File: src/rtl/ram8_word16_if.sv
// Bus interface for the 8-word register-file RAM.
// The master drives write data, load and address; the slave returns read data.
interface ram8_word16_if #(
    parameter int WIDTH = 16
);
    logic [WIDTH-1:0] in;
    logic             load;
    logic [2:0]       address;
    logic [WIDTH-1:0] out;

    modport master (
        output in,
        output load,
        output address,
        input  out
    );

    modport slave (
        input  in,
        input  load,
        input  address,
        output out
    );
endinterface

File: src/rtl/ram8_word16.sv
// ram8_word16: 8 x WIDTH register-file RAM tile.
// Synchronous write on the rising clk edge when load is high.
// Combinational read of word[address].
// Asynchronous active-high reset clears every word.
// Optional macro RAM8_WR_BYPASS_EN: while load=1 and rst=0, out follows in
// combinationally regardless of address; storage timing is unchanged.
module ram8_word16 #(
    parameter int WIDTH = 16
) (
    input  logic          clk,
    input  logic          rst,
    ram8_word16_if.slave  bus
);

    localparam int DEPTH = 8;

    logic [WIDTH-1:0] word_q [DEPTH];
    logic [WIDTH-1:0] word_d [DEPTH];
    logic [WIDTH-1:0] rd_data;

    // Next-state of the storage: only the addressed word takes the write data.
    always_comb begin
        for (int i = 0; i < DEPTH; i++) begin
            word_d[i] = word_q[i];
        end
        if (bus.load) begin
            word_d[bus.address] = bus.in;
        end
    end

    // Storage registers; reset clears all words and blocks any write on a coincident edge.
    always_ff @(posedge clk or posedge rst) begin
        if (rst) begin
            for (int i = 0; i < DEPTH; i++) begin
                word_q[i] <= '0;
            end
        end else begin
            for (int i = 0; i < DEPTH; i++) begin
                word_q[i] <= word_d[i];
            end
        end
    end

    // Read path: the addressed word, optionally overridden by the incoming write data.
    always_comb begin
        rd_data = word_q[bus.address];
`ifdef RAM8_WR_BYPASS_EN
        if (bus.load && !rst) begin
            rd_data = bus.in;
        end
`endif
    end

    assign bus.out = rd_data;

endmodule

File: src/flat_wrapper.sv
// flat-port wrapper written by rule: the top's interface ports become plain ports
module ram8_word16_flat 
#(
    parameter int WIDTH = 16
)
  (clk, rst, bus_in, bus_load, bus_address, bus_out);
  ram8_word16_if #(.WIDTH(WIDTH)) bus_i ();
  input  logic clk;
  input  logic rst;
  input wire logic [$bits(bus_i.in)-1:0] bus_in;
  input wire logic [$bits(bus_i.load)-1:0] bus_load;
  input wire logic [$bits(bus_i.address)-1:0] bus_address;
  output wire logic [$bits(bus_i.out)-1:0] bus_out;
  assign bus_i.in = bus_in;
  assign bus_i.load = bus_load;
  assign bus_i.address = bus_address;
  assign bus_out = bus_i.out;
  ram8_word16 #(.WIDTH(WIDTH)) u_core (.clk(clk), .rst(rst), .bus(bus_i));
endmodule
File: config.mk
export PLATFORM = sky130hd
export DESIGN_NAME = ram8_word16_flat
export DESIGN_NICKNAME = d
export VERILOG_FILES = /design/src/rtl/ram8_word16_if.sv /design/src/rtl/ram8_word16.sv /design/src/flat_wrapper.sv
export SDC_FILE = /design/constraint.sdc
export NUM_CORES = 1
export LEC_CHECK = 0
export CAP_MARGIN = 0
export CORE_ASPECT_RATIO = 0.5
export CORE_MARGIN = 2
export CORE_UTILIZATION = 53
export DETAILED_ROUTE_END_ITERATION = 12
export GPL_ROUTABILITY_DRIVEN = 0
export MAX_ROUTING_LAYER = met4
export PLACE_DENSITY = 0.75
export SKIP_LAST_GASP = 1
export SLEW_MARGIN = 5
export SYNTH_ARGS = -nofsm -noshare
export SYNTH_HDL_FRONTEND = slang
export SYNTH_SLANG_ARGS = --single-unit
File: constraint.sdc
create_clock -name clk -period 4.1 [get_ports clk]
set_clock_uncertainty 0.05 [all_clocks]
set_input_delay 0.41 -clock clk [delete_from_list [all_inputs] [get_ports clk]]
set_output_delay 0.41 -clock clk [all_outputs]
set_load 0.01 [all_outputs]
---- After elaboration in Yosys (flattened, before gate mapping) ----
Index checks and enable logic that the tools add are counted.
cells by class
  add/subtract/negate cells ............... 0
  multipliers ............................. 0
  divide/modulo/power cells ............... 0
  $lt $le $gt $ge ......................... 2
  equality and inequality tests ........... 0
  shifts and indexed selects .............. 0
  mux-type cells .......................... 6
  bitwise logic cells ..................... 1
  reduce and logical (&&, ||, !) cells .... 1
operators with widths
  kind                number
  $bwmux 128          1
  $bmux 16 s3         1
  $demux 16 s3        1
  $mux 16             3
  $ge 4x4->1 const B  1
  $lt 4x1->1 const B  1
  $not 3->4           1
  $logic_and 1x1->1   1
word-level totals
  bits in registers ....................... 128
  bits in latches ......................... 0
  memory bits (writable) .................. 0
  memory bits (read-only) ................. 0
  memories kept ........................... 0

---- Longest topological paths before layout ----
Gate-level depths: netlist (run 1).
  word-level depth ........................ 6
  mapped depth ............................ 6
  gate-level depth less buffers ........... 3

---- Worst setup path before layout (run 1) ----
No wires, ideal clock.
  path kind ............................... input -> output
  start ................................... input bus_address[0]
  end ..................................... output bus_out[3]
  arrival time ............................ 1.490 ns
  setup slack ............................. 2.150 ns
  cell stages on the path ................. 6
  path buffers ............................ 4
  cell sequence ........................... buf_4 -> buf_4 -> buf_2 -> buf_2 -> a22oi_1 -> o211ai_1
between the ends
  longest elaborated chain between the ends .. 4
ends and longest elaborated chain
  what                                         line                RTL
  start, declared                              flat_wrapper.sv:12  input wire logic [$bits(bus_i.address)-1:0] bus_address;
  $not 3->4 (implied by the code)              ram8_word16.sv:46   rd_data = word_q[bus.address];
  $bmux 16 s3                                  ram8_word16.sv:46
  $mux 16 (implied by the code) (2 in series)  ram8_word16.sv:46
  end, declared                                flat_wrapper.sv:13  output wire logic [$bits(bus_i.out)-1:0] bus_out;
No other way between the ends. The select of a mux whose other input is x is not followed.

---- Worst setup path after layout (run 1) ----
  start ................................... input bus_address[2]
  end ..................................... output bus_out[15]
The elaborated chain is that of the path after synthesis.

==> results of run 1 <==
-- synthesized netlist by cell type (all sizes together) (2+ instances only) --
| master | n | area [sq um] |
|---|---|---|
| nand4 | 2 | 33.8 |
| inv | 4 | 15.0 |
| mux2i | 5 | 50.1 |
| dfrtp | 128 | 3200 |
| buf | 25 | 204 |
| or3b | 3 | 26.3 |
| o211ai | 5 | 37.5 |
| and3 | 2 | 13.8 |
| o21ai | 3 | 15.0 |
| nand2 | 28 | 105 |
| nor3 | 3 | 48.8 |
| mux4 | 18 | 405 |
| nand2b | 3 | 33.8 |
| a22oi | 6 | 45.0 |
| nor2b | 2 | 12.5 |
| mux2 | 137 | 1580 |
| nand3 | 5 | 37.5 |
| a21o | 3 | 22.5 |
| a32oi | 5 | 43.8 |
| nor2 | 3 | 11.3 |
-- metal layers --
metal,wire [um],vias to the layer above
li1,-,1567
met1,6150,1900
met2,6530,84
met4,110,0
met5,0,-
met3,550,11
-- how the worst max path moves through the flow --
stage	start	endpoint	slack [ps]	cells after the start
2_1_floorplan	rst	u_core.word_q[0]	230	1
3_3_place_gp	bus_address[2]	u_core.word_q[75]	820	4
3_5_place_dp	bus_address[2]	u_core.word_q[54]	740	4
4_1_cts	bus_address[2]	bus_out[15]	740	6
5_1_grt	bus_address[2]	bus_out[15]	650	6
6_report	bus_address[2]	bus_out[15]	740	6
-- cell type report --
type,count,area (sq um),share of cell area [%]
clock buffer,18,439,6.19
multi-input combinational,243,2610,36.7
sequential,128,3200,45.1
clock inverter,14,214,3.02
inverter,4,17.5,0.247
tap,145,181,2.56
timing repair buffer,45,433,6.10
-- power by group --
part	switching [mW]	internal, mW	leakage, nW
logic	0.271	0.437	1.19
clock network	0.563	1.09	0.312
registers	0.147	1.54	1.54
-- stage by stage --
stage	hold slack [ps]	cells
floorplan	407	400
global placement	419	565
detailed placement	435	565
CTS	447	597
global route	462	597
finish	446	597
-- cells by family after synthesis --
group	after synthesis	synth area share, %
muxes	160	33.8
DFF	128	53.1
and+or+nand+nor	54	5.75
AOI/OAI and AO/OA	29	3.72
buffers and inverters	29	3.63
==> results.md, run 1 <==
- Crit Path Category: in2out
- Final nets: 461
- Final setup margin: 739 ps
- Hold_buf cts: 0
- Synthesized cell area: 6030 sq um
- Routed wire length: 13.3 mm
- Hold_sp: u_core.word_q[111]
- Hold depth: 1
- Sequential area share after synthesis: 53.1%
- CP endpoint kind: output pin
- Chip Height: 79.4 um
- Number of enable flip-flop cells after synthesis: 0
- Largest regs: u_core.word_q (128)
- Post-cts resize count: 0
- Max Buffers Root-to-Sink: 2
- Final HPWL DP: 7.84 mm
- Vias in the first global route: 4024
- Tot Pwr: 4.06 mW
- Full die area: 12300 sq um
- Largest net degree at the start of global routing: 78
- CP peak stage delay: 1050 ps
- Total GRT Usage: 24.6%
- GR Util met1: 31.7%
- Hold Fails Final Rpt: 0
- CTS Sinks: 128
- Critical Path Fanout Max: 19
- Design Area, Final: 7090 sq um
- Ys flop type: dfrtp_1
- Share of cells above drive strength 1: 46.7%
- Row cnt: 27
- Starting Density: 54.6%
- Worst vdd ir: 0.000260 V
- Status: completed
- Synth-to-Final Area Change: 17.7%
- Commonest non-fill, non-tap cells in the layout: 128 x dfrtp_1, 126 x mux2_2, 35 x clkdlybuf4s50_1
- Clk root buf: clkbuf_16
- Kind of cell adding the most delay to the critical path: buffers and inverters
- End of the worst hold path: u_core.word_q[111]
- Worst slew margin: 36.9%
- N_diodes: 0
- Htree depth: 4
- Worst Max-Slew Pin Slew: 943 ps
- Lkg Pwr: 3.03 nW
- #FFs+latches synth: 128
- Initial DRC Count: 186
- Startpoint Class: primary input
- CTS buffer count: 17
- Largest Register: u_core.word_q
- Fin crit period: 3360 ps
- Initial antenna violation count: 0
- Placed instance area: 6440 sq um
- First-pass GRT wire length: 21.7 mm
- GRT busiest layer: met2
- Yosys warnings: 0
- Commonest non-fill, non-tap cell in the layout: dfrtp_1
- Synth Net Count: 422
- GR Util met2: 39.2%
- Final setup viols: 0
- Via density: 5.97
- Synth async-reset ratio: 100%
- Drt wl/cell: 22.3 um
- DR pass1 iterations: 4
- # IOs: 38
- CP Buf/Inv Count: 3
- Core Area: 11000 sq um
- Final TNS setup: 0 ps
- FF-to-FF Start: u_core.word_q[52]
- RSZ-0062 raised after global routing: false
- CP cell instances: clkdlybuf4s50_1 -> buf_4 -> nand2b_1 -> o32a_1 -> o211ai_1 -> clkdlybuf4s50_1
- DR vias: 3562
- CTS tree: yes
- Slowest-stage cell, CP: clkdlybuf4s50_1
- Clock Pin Slew Worst Setup and Hold Paths: 50 ps
- Post-route ant nets: 0
- Port bufs: 37
- Drc violations: 0
- Overflow after GRT: 0
- Most frequent CP cell: clkdlybuf4s50_1
- Cells on worst reg2reg path: 1
- R2R Setup Slk: 3240 ps
- Max reg flops: 128
- Syn_area_per_cell: 15.1 sq um
- Final core occ: 64.2%
- Hold WC Path Type: reg2reg
- Worst path required time: 3640 ps
- F_max: 298 MHz
- Filler cells: 754
- Worst-Skew Late Latency: 410 ps
- Chip Width: 155 um
- Power Dens Cells: 572 nW/um^2
- MaxCap Viol Count: 0
- Distinct cells, synth: 41
- Crit path DAT: 2900 ps
- RR Endpoint: u_core.word_q[52]
- Post-Place Setup Slack: 739 ps
- Post-CTS Setup Bufs: 0
- Final Cycle Share: 82.0%
- Syn Inst Count: 400
- M3 GR Usage: 6.30%
- Pins Over Slew Limit: 0
No activity file was read; power rests on OpenSTA's default activity.
==> inputs of run 2 (changes only) <==
clock period = 2.7 ns   (was 4.1 ns; I/O delays follow)
==> run 2 against run 1 <==
Power is 48% higher. Global-route usage is 0.15 points higher. Critical path depth did not move. Worst setup slack got worse by 620 ps. Combinational power grew 55%. Routed wire length grew 0.61%. Non-clock buffer count up 13. Register-to-register slack got worse by 1400 ps. Sequential power up 52%. Hold slack lost 200 ps. Utilization is 0.92 points higher. Critical path type unchanged. Critical endpoint is now bus_out[14]. Largest cell class unchanged.
==> results.md, run 2 (synthesis gave the netlist of run 1 again) <==
- Status: completed (unchanged)
- Total GRT Usage: 24.8% (was 24.6%)
- # IOs: 38 (unchanged)
- Filler cells: 787 (was 754)
- CP endpoint kind: output pin (unchanged)
- Kind of cell adding the most delay to the critical path: buffers and inverters (unchanged)
- CP Buf/Inv Count: 3 (unchanged)
- Port bufs: 37 (unchanged)
- Worst vdd ir: 0.000480 V (was 0.000260 V)
- Max reg flops: 128 (unchanged)
- N_diodes: 0 (unchanged)
- Worst Max-Slew Pin Slew: 678 ps (was 943 ps)
- Hold WC Path Type: in2async (was reg2reg)
- MaxCap Viol Count: 0 (unchanged)
- Largest net degree at the start of global routing: 49 (was 78)
- Routed wire length: 13.4 mm (was 13.3 mm)
- Vias in the first global route: 4041 (was 4024)
- Overflow after GRT: 0 (unchanged)
- Final nets: 474 (was 461)
- Drt wl/cell: 22.0 um (was 22.3 um)
- Hold Fails Final Rpt: 0 (unchanged)
- Starting Density: 54.6% (unchanged)
- Lkg Pwr: 3.09 nW (was 3.03 nW)
- Htree depth: 4 (unchanged)
- Pins Over Slew Limit: 0 (unchanged)
- Max Buffers Root-to-Sink: 2 (unchanged)
- Full die area: 12300 sq um (unchanged)
- Startpoint Class: primary input (unchanged)
- Most frequent CP cell: clkdlybuf4s50_1 (unchanged)
- Commonest non-fill, non-tap cell in the layout: dfrtp_1 (unchanged)
- Core Area: 11000 sq um (unchanged)
- Crit path DAT: 2260 ps (was 2900 ps)
- R2R Setup Slk: 1850 ps (was 3240 ps)
- DR pass1 iterations: 4 (unchanged)
- Final HPWL DP: 8.29 mm (was 7.84 mm)
- Synth-to-Final Area Change: 19.4% (was 17.7%)
- Worst-Skew Late Latency: 410 ps (about the same)
- Worst slew margin: 54.7% (was 36.9%)
- CP cell instances: clkdlybuf4s50_1 -> buf_12 -> mux2_2 -> a22oi_1 -> o221ai_1 -> clkdlybuf4s50_1 (was clkdlybuf4s50_1 -> buf_4 -> nand2b_1 -> o32a_1 -> o211ai_1 -> clkdlybuf4s50_1)
- Initial DRC Count: 244 (was 186)
- Crit Path Category: in2out (unchanged)
- First-pass GRT wire length: 21.9 mm (was 21.7 mm)
- RSZ-0062 raised after global routing: false (unchanged)
- Final TNS setup: 0 ps (unchanged)
- Post-cts resize count: 0 (unchanged)
- Tot Pwr: 5.99 mW (was 4.06 mW)
- Final setup margin: 118 ps (was 739 ps)
- WHS: 250 ps (was 446 ps)
- Initial antenna violation count: 0 (unchanged)
- Largest regs: u_core.word_q (128) (unchanged)
- Share of cells above drive strength 1: 48.2% (was 46.7%)
- Power Dens Cells: 833 nW/um^2 (was 572 nW/um^2)
- Chip Width: 155 um (unchanged)
- CTS buffer count: 17 (unchanged)
- Drc violations: 0 (unchanged)
- Largest Register: u_core.word_q (unchanged)
- Slowest-stage cell, CP: clkdlybuf4s50_1 (unchanged)
- Final Cycle Share: 95.6%
- CTS tree: yes (unchanged)
- Via density: 6.00 (was 5.97)
- Post-CTS Setup Bufs: 0 (unchanged)
- Chip Height: 79.4 um (unchanged)
- Fin crit period: 2580 ps
- Clk root buf: clkbuf_16 (unchanged)
- Hold_buf cts: 0 (unchanged)
- DR vias: 3657 (was 3562)
- Worst path required time: 2380 ps (was 3640 ps)
- CP peak stage delay: 520 ps (was 1050 ps)
- Row cnt: 27 (unchanged)
- Final setup viols: 0 (unchanged)
- Commonest non-fill, non-tap cells in the layout: 128 x dfrtp_1, 126 x mux2_2, 35 x clkdlybuf4s50_1 (unchanged)
- Clock Pin Slew Worst Setup and Hold Paths: 60 ps (was 50 ps)
- Post-route ant nets: 0 (unchanged)
- Post-Place Setup Slack: 143 ps (was 739 ps)
- Critical Path Fanout Max: 31 (was 19)
- F_max: 387 MHz
- CTS Sinks: 128 (unchanged)
run 2: final cells by class:
type                    instances  area, sq um  area share, %
clock inverters                13          153           2.12
flip-flops and latches        128         3200           44.5
clock buffers                  19          453           6.29
multi-input cells             243         2610           36.2
inverters                       4         18.8          0.261
repair buffers                 58          581           8.07
well taps                     145          181           2.52
run 2: path summary, 6_finish.rpt:
kind,start,endpoint,depth (start not counted)
worst max-delay path,bus_address[2],bus_out[14],6
worst min-delay path,rst,u_core.word_q[104],2
worst max register to register,u_core.word_q[73],u_core.word_q[73],1
worst min register to register,u_core.word_q[2],u_core.word_q[2],1
max in group asynchronous,rst,u_core.word_q[28],3
min in group clk,u_core.word_q[2],u_core.word_q[2],1
run 2: per-layer routing:
layer  vias up  part of all wire [%]  global-route usage [%]  wire length, um
met1      1953                    44                    30.7             5970
met4         0                   1.4                    10.6              184
met5         -                     0                       -                0
met2        89                    50                    40.7             6680
met3        16                   4.4                    4.83              597
li1       1599                     -                       -                -
run 2: metrics by stage:
stage          cell area (sq um)  cells  util, %
2_1_floorplan               6030    400        -
3_3_place_gp                6590    578     59.7
3_5_place_dp                6590    578     59.7
4_1_cts                     7200    610     65.1
5_1_grt                     7200    610     65.1
6_report                    7200    610     65.1
run 2: where the power goes:
part | internal, mW | total [mW] | switching (mW)
combinational | 0.682 | 1.10 | 0.418
sequential | 2.34 | 2.57 | 0.230
clock | 1.43 | 2.32 | 0.897
total | 4.45 | 5.99 | 1.54
